File: config.mk
export PLATFORM = sky130hd
export DESIGN_NAME = tensor_block_seq
export DESIGN_NICKNAME = d
export VERILOG_FILES = /design/src/rtl/tensor_block_seq.sv
export SDC_FILE = /design/constraint.sdc
export NUM_CORES = 1
export LEC_CHECK = 0
export BUFFER_PORTS_ARGS = -buffer_cell sky130_fd_sc_hd__buf_2
export CAP_MARGIN = 20
export CORE_ASPECT_RATIO = 0.7
export CORE_MARGIN = 2
export CORE_UTILIZATION = 40
export DETAILED_ROUTE_END_ITERATION = 6
export PLACE_DENSITY = 0.61
export RECOVER_POWER = 50
export REMOVE_ABC_BUFFERS = 1
export SLEW_MARGIN = 20
export SYNTH_ARGS = -nofsm -noshare
export SYNTH_HDL_FRONTEND = slang
export SYNTH_SLANG_ARGS = --single-unit
File: constraint.sdc
create_clock -name clk -period 12.1 [get_ports clk]
set_input_delay 0.605 -clock clk [delete_from_list [all_inputs] [get_ports clk]]
set_output_delay 0.605 -clock clk [all_outputs]
set_load 0.005 [all_outputs]
File: src/rtl/tensor_block_seq.sv
`default_nettype none
// ============================================================================
//  Module      : tensor_block_seq
//  Description : Sequencer and input arbiter for one int8 tensor_block.
//                Splits an ordered 80-bit stream into bank0 weight loads and
//                buffered activation chunks, issues passes of K chunks on
//                consecutive cycles and flags the final accumulated result.
//  Revision    : 1.0 - initial release
// ============================================================================
module tensor_block_seq #(
    parameter int ACT_DEPTH = 8,
    parameter int CNT_W     = 4
) (
    input  logic             clk,
    input  logic             reset,
    input  logic [CNT_W-1:0] cfg_k,
    input  logic             cfg_wsrc_cascade,
    input  logic             s_valid,
    output logic             s_ready,
    input  logic [79:0]      s_data,
    input  logic             s_is_weight,
    output logic [79:0]      tb_data_in,
    output logic             tb_mux1_select,
    output logic             tb_dot_unit_input_1_enable,
    output logic             tb_bank0_data_in_enable,
    output logic             tb_bank1_data_in_enable,
    output logic             tb_cascade_out_select,
    output logic             tb_dot_unit_input_2_select,
    output logic [2:0]       tb_accumulator_input1_select,
    output logic             res_valid,
    output logic             busy
);

    localparam int               PTR_W      = (ACT_DEPTH > 1) ? $clog2(ACT_DEPTH) : 1;
    localparam logic [CNT_W-1:0] C_DEPTH    = CNT_W'(ACT_DEPTH);
    localparam logic [PTR_W-1:0] C_LAST_PTR = PTR_W'(ACT_DEPTH - 1);
    localparam logic [CNT_W-1:0] C_ONE      = CNT_W'(1);

    typedef enum logic [1:0] {
        S_IDLE  = 2'd0,
        S_WLOAD = 2'd1,
        S_RUN   = 2'd2
    } state_t;

    state_t           r_state;
    state_t           w_state_next;

    // Activation FIFO storage and bookkeeping
    logic [79:0]      r_mem [ACT_DEPTH];
    logic [PTR_W-1:0] r_wr_ptr;
    logic [PTR_W-1:0] r_rd_ptr;
    logic [CNT_W-1:0] r_count;

    // Pass / weight-load counters
    logic [CNT_W-1:0] r_k_pass;
    logic [CNT_W-1:0] r_issue_idx;
    logic [1:0]       r_wcnt;

    // Two-stage tag pipeline {valid, first, last}
    logic             r_tag1_valid;
    logic             r_tag1_first;
    logic             r_tag1_last;
    logic             r_tag2_valid;
    logic             r_tag2_first;
    logic             r_tag2_last;

    logic [CNT_W-1:0] w_k_eff;
    logic             w_fifo_empty;
    logic             w_fifo_full;
    logic             w_ready;
    logic             w_accept;
    logic             w_push;
    logic             w_wbeat;
    logic             w_pop;
    logic [CNT_W-1:0] w_count_next;
    logic             w_last_issue;
    logic             w_pass_start;
    logic [CNT_W-1:0] w_pass_k;

    // Clamp the requested chunk count into 1..ACT_DEPTH
    always_comb begin
        w_k_eff = cfg_k;
        if (cfg_k == '0) begin
            w_k_eff = C_ONE;
        end else if (cfg_k > C_DEPTH) begin
            w_k_eff = C_DEPTH;
        end
    end

    assign w_fifo_empty = (r_count == '0);
    assign w_fifo_full  = (r_count == C_DEPTH);

    // Head-of-stream acceptance: weights only when the bank is free to load,
    // activations only when the FIFO has room and no weight group is open
    always_comb begin
        w_ready = 1'b0;
        if (!reset) begin
            if (s_is_weight) begin
                w_ready = (r_state == S_WLOAD) ||
                          ((r_state == S_IDLE) && w_fifo_empty);
            end else begin
                w_ready = !w_fifo_full && (r_state != S_WLOAD);
            end
        end
    end

    assign w_accept     = s_valid & w_ready;
    assign w_push       = w_accept & ~s_is_weight;
    assign w_wbeat      = w_accept & s_is_weight;
    assign w_pop        = (r_state == S_RUN);
    assign w_count_next = r_count + CNT_W'(w_push) - CNT_W'(w_pop);
    assign w_last_issue = w_pop && (r_issue_idx == (r_k_pass - C_ONE));

    // Next-state decode; also selects the K latched for a starting pass
    always_comb begin
        w_state_next = r_state;
        w_pass_start = 1'b0;
        w_pass_k     = r_k_pass;
        case (r_state)
            S_IDLE: begin
                if (w_count_next >= w_k_eff) begin
                    w_state_next = S_RUN;
                    w_pass_start = 1'b1;
                    w_pass_k     = w_k_eff;
                end else if (s_valid && s_is_weight && !w_fifo_empty) begin
                    // Weight waiting behind a partial batch: flush it as a short pass
                    w_state_next = S_RUN;
                    w_pass_start = 1'b1;
                    w_pass_k     = r_count;
                end else if (w_wbeat) begin
                    w_state_next = S_WLOAD;
                end
            end
            S_WLOAD: begin
                if (w_wbeat && (r_wcnt == 2'd2)) begin
                    w_state_next = S_IDLE;
                end
            end
            S_RUN: begin
                if (w_last_issue) begin
                    if (w_count_next >= w_k_eff) begin
                        w_pass_start = 1'b1;
                        w_pass_k     = w_k_eff;
                    end else begin
                        w_state_next = S_IDLE;
                    end
                end
            end
            default: begin
                w_state_next = S_IDLE;
            end
        endcase
    end

    // State register
    always_ff @(posedge clk or posedge reset) begin
        if (reset) begin
            r_state <= S_IDLE;
        end else begin
            r_state <= w_state_next;
        end
    end

    // FIFO payload write; contents are don't-care while empty
    always_ff @(posedge clk) begin
        if (w_push) begin
            r_mem[r_wr_ptr] <= s_data;
        end
    end

    // FIFO pointers and occupancy
    always_ff @(posedge clk or posedge reset) begin
        if (reset) begin
            r_wr_ptr <= '0;
            r_rd_ptr <= '0;
            r_count  <= '0;
        end else begin
            if (w_push) begin
                r_wr_ptr <= (r_wr_ptr == C_LAST_PTR) ? '0 : r_wr_ptr + 1'b1;
            end
            if (w_pop) begin
                r_rd_ptr <= (r_rd_ptr == C_LAST_PTR) ? '0 : r_rd_ptr + 1'b1;
            end
            r_count <= w_count_next;
        end
    end

    // Pass length, issue index and weight-beat counter
    always_ff @(posedge clk or posedge reset) begin
        if (reset) begin
            r_k_pass    <= C_ONE;
            r_issue_idx <= '0;
            r_wcnt      <= 2'd0;
        end else begin
            if (w_pass_start) begin
                r_k_pass    <= w_pass_k;
                r_issue_idx <= '0;
            end else if (w_pop) begin
                r_issue_idx <= r_issue_idx + C_ONE;
            end
            if (w_wbeat) begin
                r_wcnt <= (r_state == S_IDLE) ? 2'd1 : r_wcnt + 2'd1;
            end
        end
    end

    // Tag pipeline aligning accumulator control with the dot-product latency
    always_ff @(posedge clk or posedge reset) begin
        if (reset) begin
            r_tag1_valid <= 1'b0;
            r_tag1_first <= 1'b0;
            r_tag1_last  <= 1'b0;
            r_tag2_valid <= 1'b0;
            r_tag2_first <= 1'b0;
            r_tag2_last  <= 1'b0;
        end else begin
            r_tag1_valid <= w_pop;
            r_tag1_first <= w_pop && (r_issue_idx == '0);
            r_tag1_last  <= w_last_issue;
            r_tag2_valid <= r_tag1_valid;
            r_tag2_first <= r_tag1_first;
            r_tag2_last  <= r_tag1_last;
        end
    end

    // Tensor block drive: stream passes straight through except while issuing
    always_comb begin
        tb_data_in = 80'd0;
        if (!reset) begin
            tb_data_in = (r_state == S_RUN) ? r_mem[r_rd_ptr] : s_data;
        end
    end

    assign s_ready                      = w_ready;
    assign tb_bank0_data_in_enable      = w_wbeat;
    assign tb_mux1_select               = w_wbeat & cfg_wsrc_cascade;
    assign tb_dot_unit_input_1_enable   = w_pop;
    assign tb_bank1_data_in_enable      = 1'b0;
    assign tb_cascade_out_select        = 1'b0;
    assign tb_dot_unit_input_2_select   = 1'b0;
    // First chunk of a pass adds acc*_in; later chunks feed back the accumulator
    assign tb_accumulator_input1_select = (r_tag2_valid && !r_tag2_first) ? 3'b111 : 3'b000;
    assign res_valid                    = r_tag2_valid & r_tag2_last;
    assign busy                         = (r_state != S_IDLE) || !w_fifo_empty ||
                                          r_tag1_valid || r_tag2_valid;

endmodule
`default_nettype wire

==> flow_summary.toml <==
[worst_setup_path]
crit_arrival_ns = 6.86
critical-path-top-delay-family = "buffers and inverters"
setup.worst_path.end_class = "output port"
slowest_delay_ns = 2.39
cp_cell_sequence = "clkbuf_1, mux4_2, mux2i_1, a211oi_1, buf_2"
cp_slowest_cell = "clkbuf_1"
worst-path-max-fanout = 52
worstPathBufferInverterCount = 2
cp_data_required_time_ns = 11.49
setup.worst_path.class = "reg -> out"
launching_element_type_of_the_critical_path = "flop"

[routing]
final_antenna_net_count = 0
route.final.wire_length_um = 57300
dr_total_vias = 12881
drtIter0Drc = 1054
vias_per_cell = 5.32
routed_wire_length_per_instance_um = 23.6
drt_pass_1_iters = 5
drc = 0

[clock_network]
cts-root-to-sink-buffers = 3
cts_tree = "done"
post_cts_resize_count = 0
numCtsBuffers = 67
htree_levels = 3
postCtsSetupBuffers = 0
hold_bufs_inserted_after_cts = 0
numClockSinks = 668
cts_root_buffer = "clkbuf_16"
insertion_delay_ns = 0.59
clk_pin_slew_worst_paths_ns = 0.06

[synth]
ys_seq_elements = 668
synth-warning-count = 0
synthTopCellsByArea = "edfxtp_1 (72%), mux4_2 (14%), mux2i_1 (3.2%), dfrtp_1 (2.5%), a211oi_1 (2.3%)"
post_synth_inst_count = 1284
syn_area_per_cell_um2 = 20.7
ys_seq_area_share_pct = 74.9
synth_area_um2 = 26600
synthDistinctLibCells = 47
synth_largest_type_area_fraction_pct = 72.2
synth_top_area_cell = "edfxtp_1"

[sta]
fmaxAchievable_mhz = 134
fin_ws_ns = 4.63
timing.final.crit_share_pct = 61.7
report.final.slew_viol_count = 210
fin_hold_ws_ns = 0.347
final.setup_skew_ns = 0.0236
grt_setup_unrepaired = "no"
worst-slew-pin-transition_ns = 3.20
max-slew-margin-rel_pct = -113
final_hold_viol_count = 0
finalWorstPathRequiredPeriod_ns = 7.47
tns_ns = 0
setup-violations-final = 0

[global_routing]
grt_pass1_vias = 13205
groute.usage.overall_pct = 16.8
antenna_found_initial = 8
grt_first_pass_wirelength_um = 85300
grt_start_max_net_pins = 109
grt.overflow.total = 0

[floorplanning]
die_area_um2 = 68600
initial_core_util_pct = 40.2
die_width_um = 312
io-pin-count = 181
placement_rows = 79
chipHeight_um = 220
core_region_area_um2 = 66100

[status]
violations = "capacitance limit, slew limit"
outcome = "finished with violations"

[power_and_ir_drop]
switchingPower_mw = 1.90
pwr-share-clk_pct = 31.0
max-vdd-ir-drop_mv = 0.177
static-leakage-power_nw = 10.0
power_density_nw_per_um2 = 220
seqPwrFrac_pct = 41.8
combinationalPowerShare_pct = 27.2
power_switching_share_pct = 28.2
internal-power_mw = 4.83

[placement]
placement.io_buffers = 177
placed_cell_area_um2 = 28500
numPlacedInstances = 2300
hpwl_um = 29900
routability_congestion_estimate = 0.732
pre_cts_ws_ns = 7.52

[worst_hold_path]
worstHoldPathType = "reg -> reg"

[layout]
layout_overhead_on_the_synthesized_area_pct = 15.0
num-nets-final = 1586
drive_above_1_share_pct = 25.8
fillers = 5559
finish.cell_count_without_fillers = 2421
postLayoutCellArea_um2 = 30600

[job]
drv_cap = 5
synth_stat cells, drive strengths merged:
cell     instances
nand3b           1
ha              18
a21oi            6
and4             1
fa               1
xor2             3
a21o             3
a32o             1
conb             1
clkbuf          34
and2             2
a2111oi          1
nor4             2
nand2           15
edfxtp         640
nand4            1
nand3            1
o21ai            3
nor3             6
xnor2            8
a211oi          80
dfstp            1
buf             47
or3b             1
mux2             6
nor2            95
or4b             1
inv             18
nor4b            3
o21a             1
nand2b           3
mux4           160
mux2i           85
nor3b            3
or4              2
a31o             1
dfrtp           27
nor2b            2
per-stage QoR:
stage / utilization [%] / power (mW)
6_report: 46.3 / 6.73
3_5_place_dp: 43.1 / 4.71
2_1_floorplan: - / 4.39
3_3_place_gp: 43.1 / 4.69
5_1_grt: 46.3 / 7.08
4_1_cts: 46.5 / 6.82
cell type report:
| class | count | area [µm²] | share of cell area, % |
|---|---|---|---|
| inverters | 18 | 72.6 | 0.237 |
| repair buffers | 204 | 990 | 3.23 |
| diodes | 3 | 7.51 | 0.0245 |
| clock buffers | 82 | 1830 | 5.97 |
| well taps | 891 | 1110 | 3.64 |
| flip-flops and latches | 668 | 19900 | 65.1 |
| clock inverters | 36 | 393 | 1.28 |
| multi-input cells | 519 | 6270 | 20.5 |
routing by layer:
layer	track usage (%)	up-vias	part of all wire, %
met5	0	-	0.10
met4	4.18	10	1.8
met3	4.08	90	6.4
met2	26.4	336	47
met1	23.6	6755	44
li1	-	5690	-
sequential cells by signal (all words and copies together), names as in the netlist, 2 cells and up:
| name | count |
|---|---|
| r_wr_ptr | 3 |
| r_mem | 640 |
| r_rd_ptr | 3 |
| r_state | 2 |
| r_count | 4 |
| r_issue_idx | 4 |
| r_k_pass | 4 |
| r_wcnt | 2 |
worst paths after layout:
path,start,to,slack [ns],cells past startpoint
worst max-delay path,r_rd_ptr[2],tb_data_in[44],4.63,5
min in group asynchronous,reset,r_issue_idx[1],1.68,3
max in group asynchronous,reset,r_rd_ptr[0],9.30,3
worst min register to register,r_tag1_first,r_tag2_first,0.35,0
worst max register to register,r_rd_ptr[2],r_rd_ptr[2],7.07,3
worst min-delay path,r_tag1_first,r_tag2_first,0.35,0
cell usage in the layout, fill, tap and decap left out, types with 13 or more instances in the layout:
cell	n
edfxtp_1	640
mux4_2	160
clkbuf_1	96
nor2_1	94
buf_2	93
mux2i_1	85
a211oi_1	80
clkbuf_16	71
dfrtp_1	25
buf_4	22
ha_1	18
inv_1	17
nand2_1	15
clkinv_1	13
logic make-up after synthesis:
group / after synthesis / synth area share (%)
buffers and inverters: 99 / 1.76
adder cells (fa/ha/maj): 19 / 0.922
AND/OR/NAND/NOR: 139 / 2.33
XOR/XNOR: 11 / 0.362
AO/OA/AOI/OAI: 96 / 2.73
multiplexers: 251 / 17.0
other: 1 / 0.0141
flip-flops: 668 / 74.9
power by group through the flow:
stage / combinational (mW) / clock [mW] / sequential (mW)
after floorplan: 1.39 / 0 / 3.00
after global placement: 1.84 / 0 / 2.86
after detailed placement: 1.85 / 0 / 2.87
after CTS: 1.86 / 2.15 / 2.82
after global routing: 2.02 / 2.24 / 2.83
final: 1.83 / 2.09 / 2.81
No activity file was read; power rests on OpenSTA's default activity.
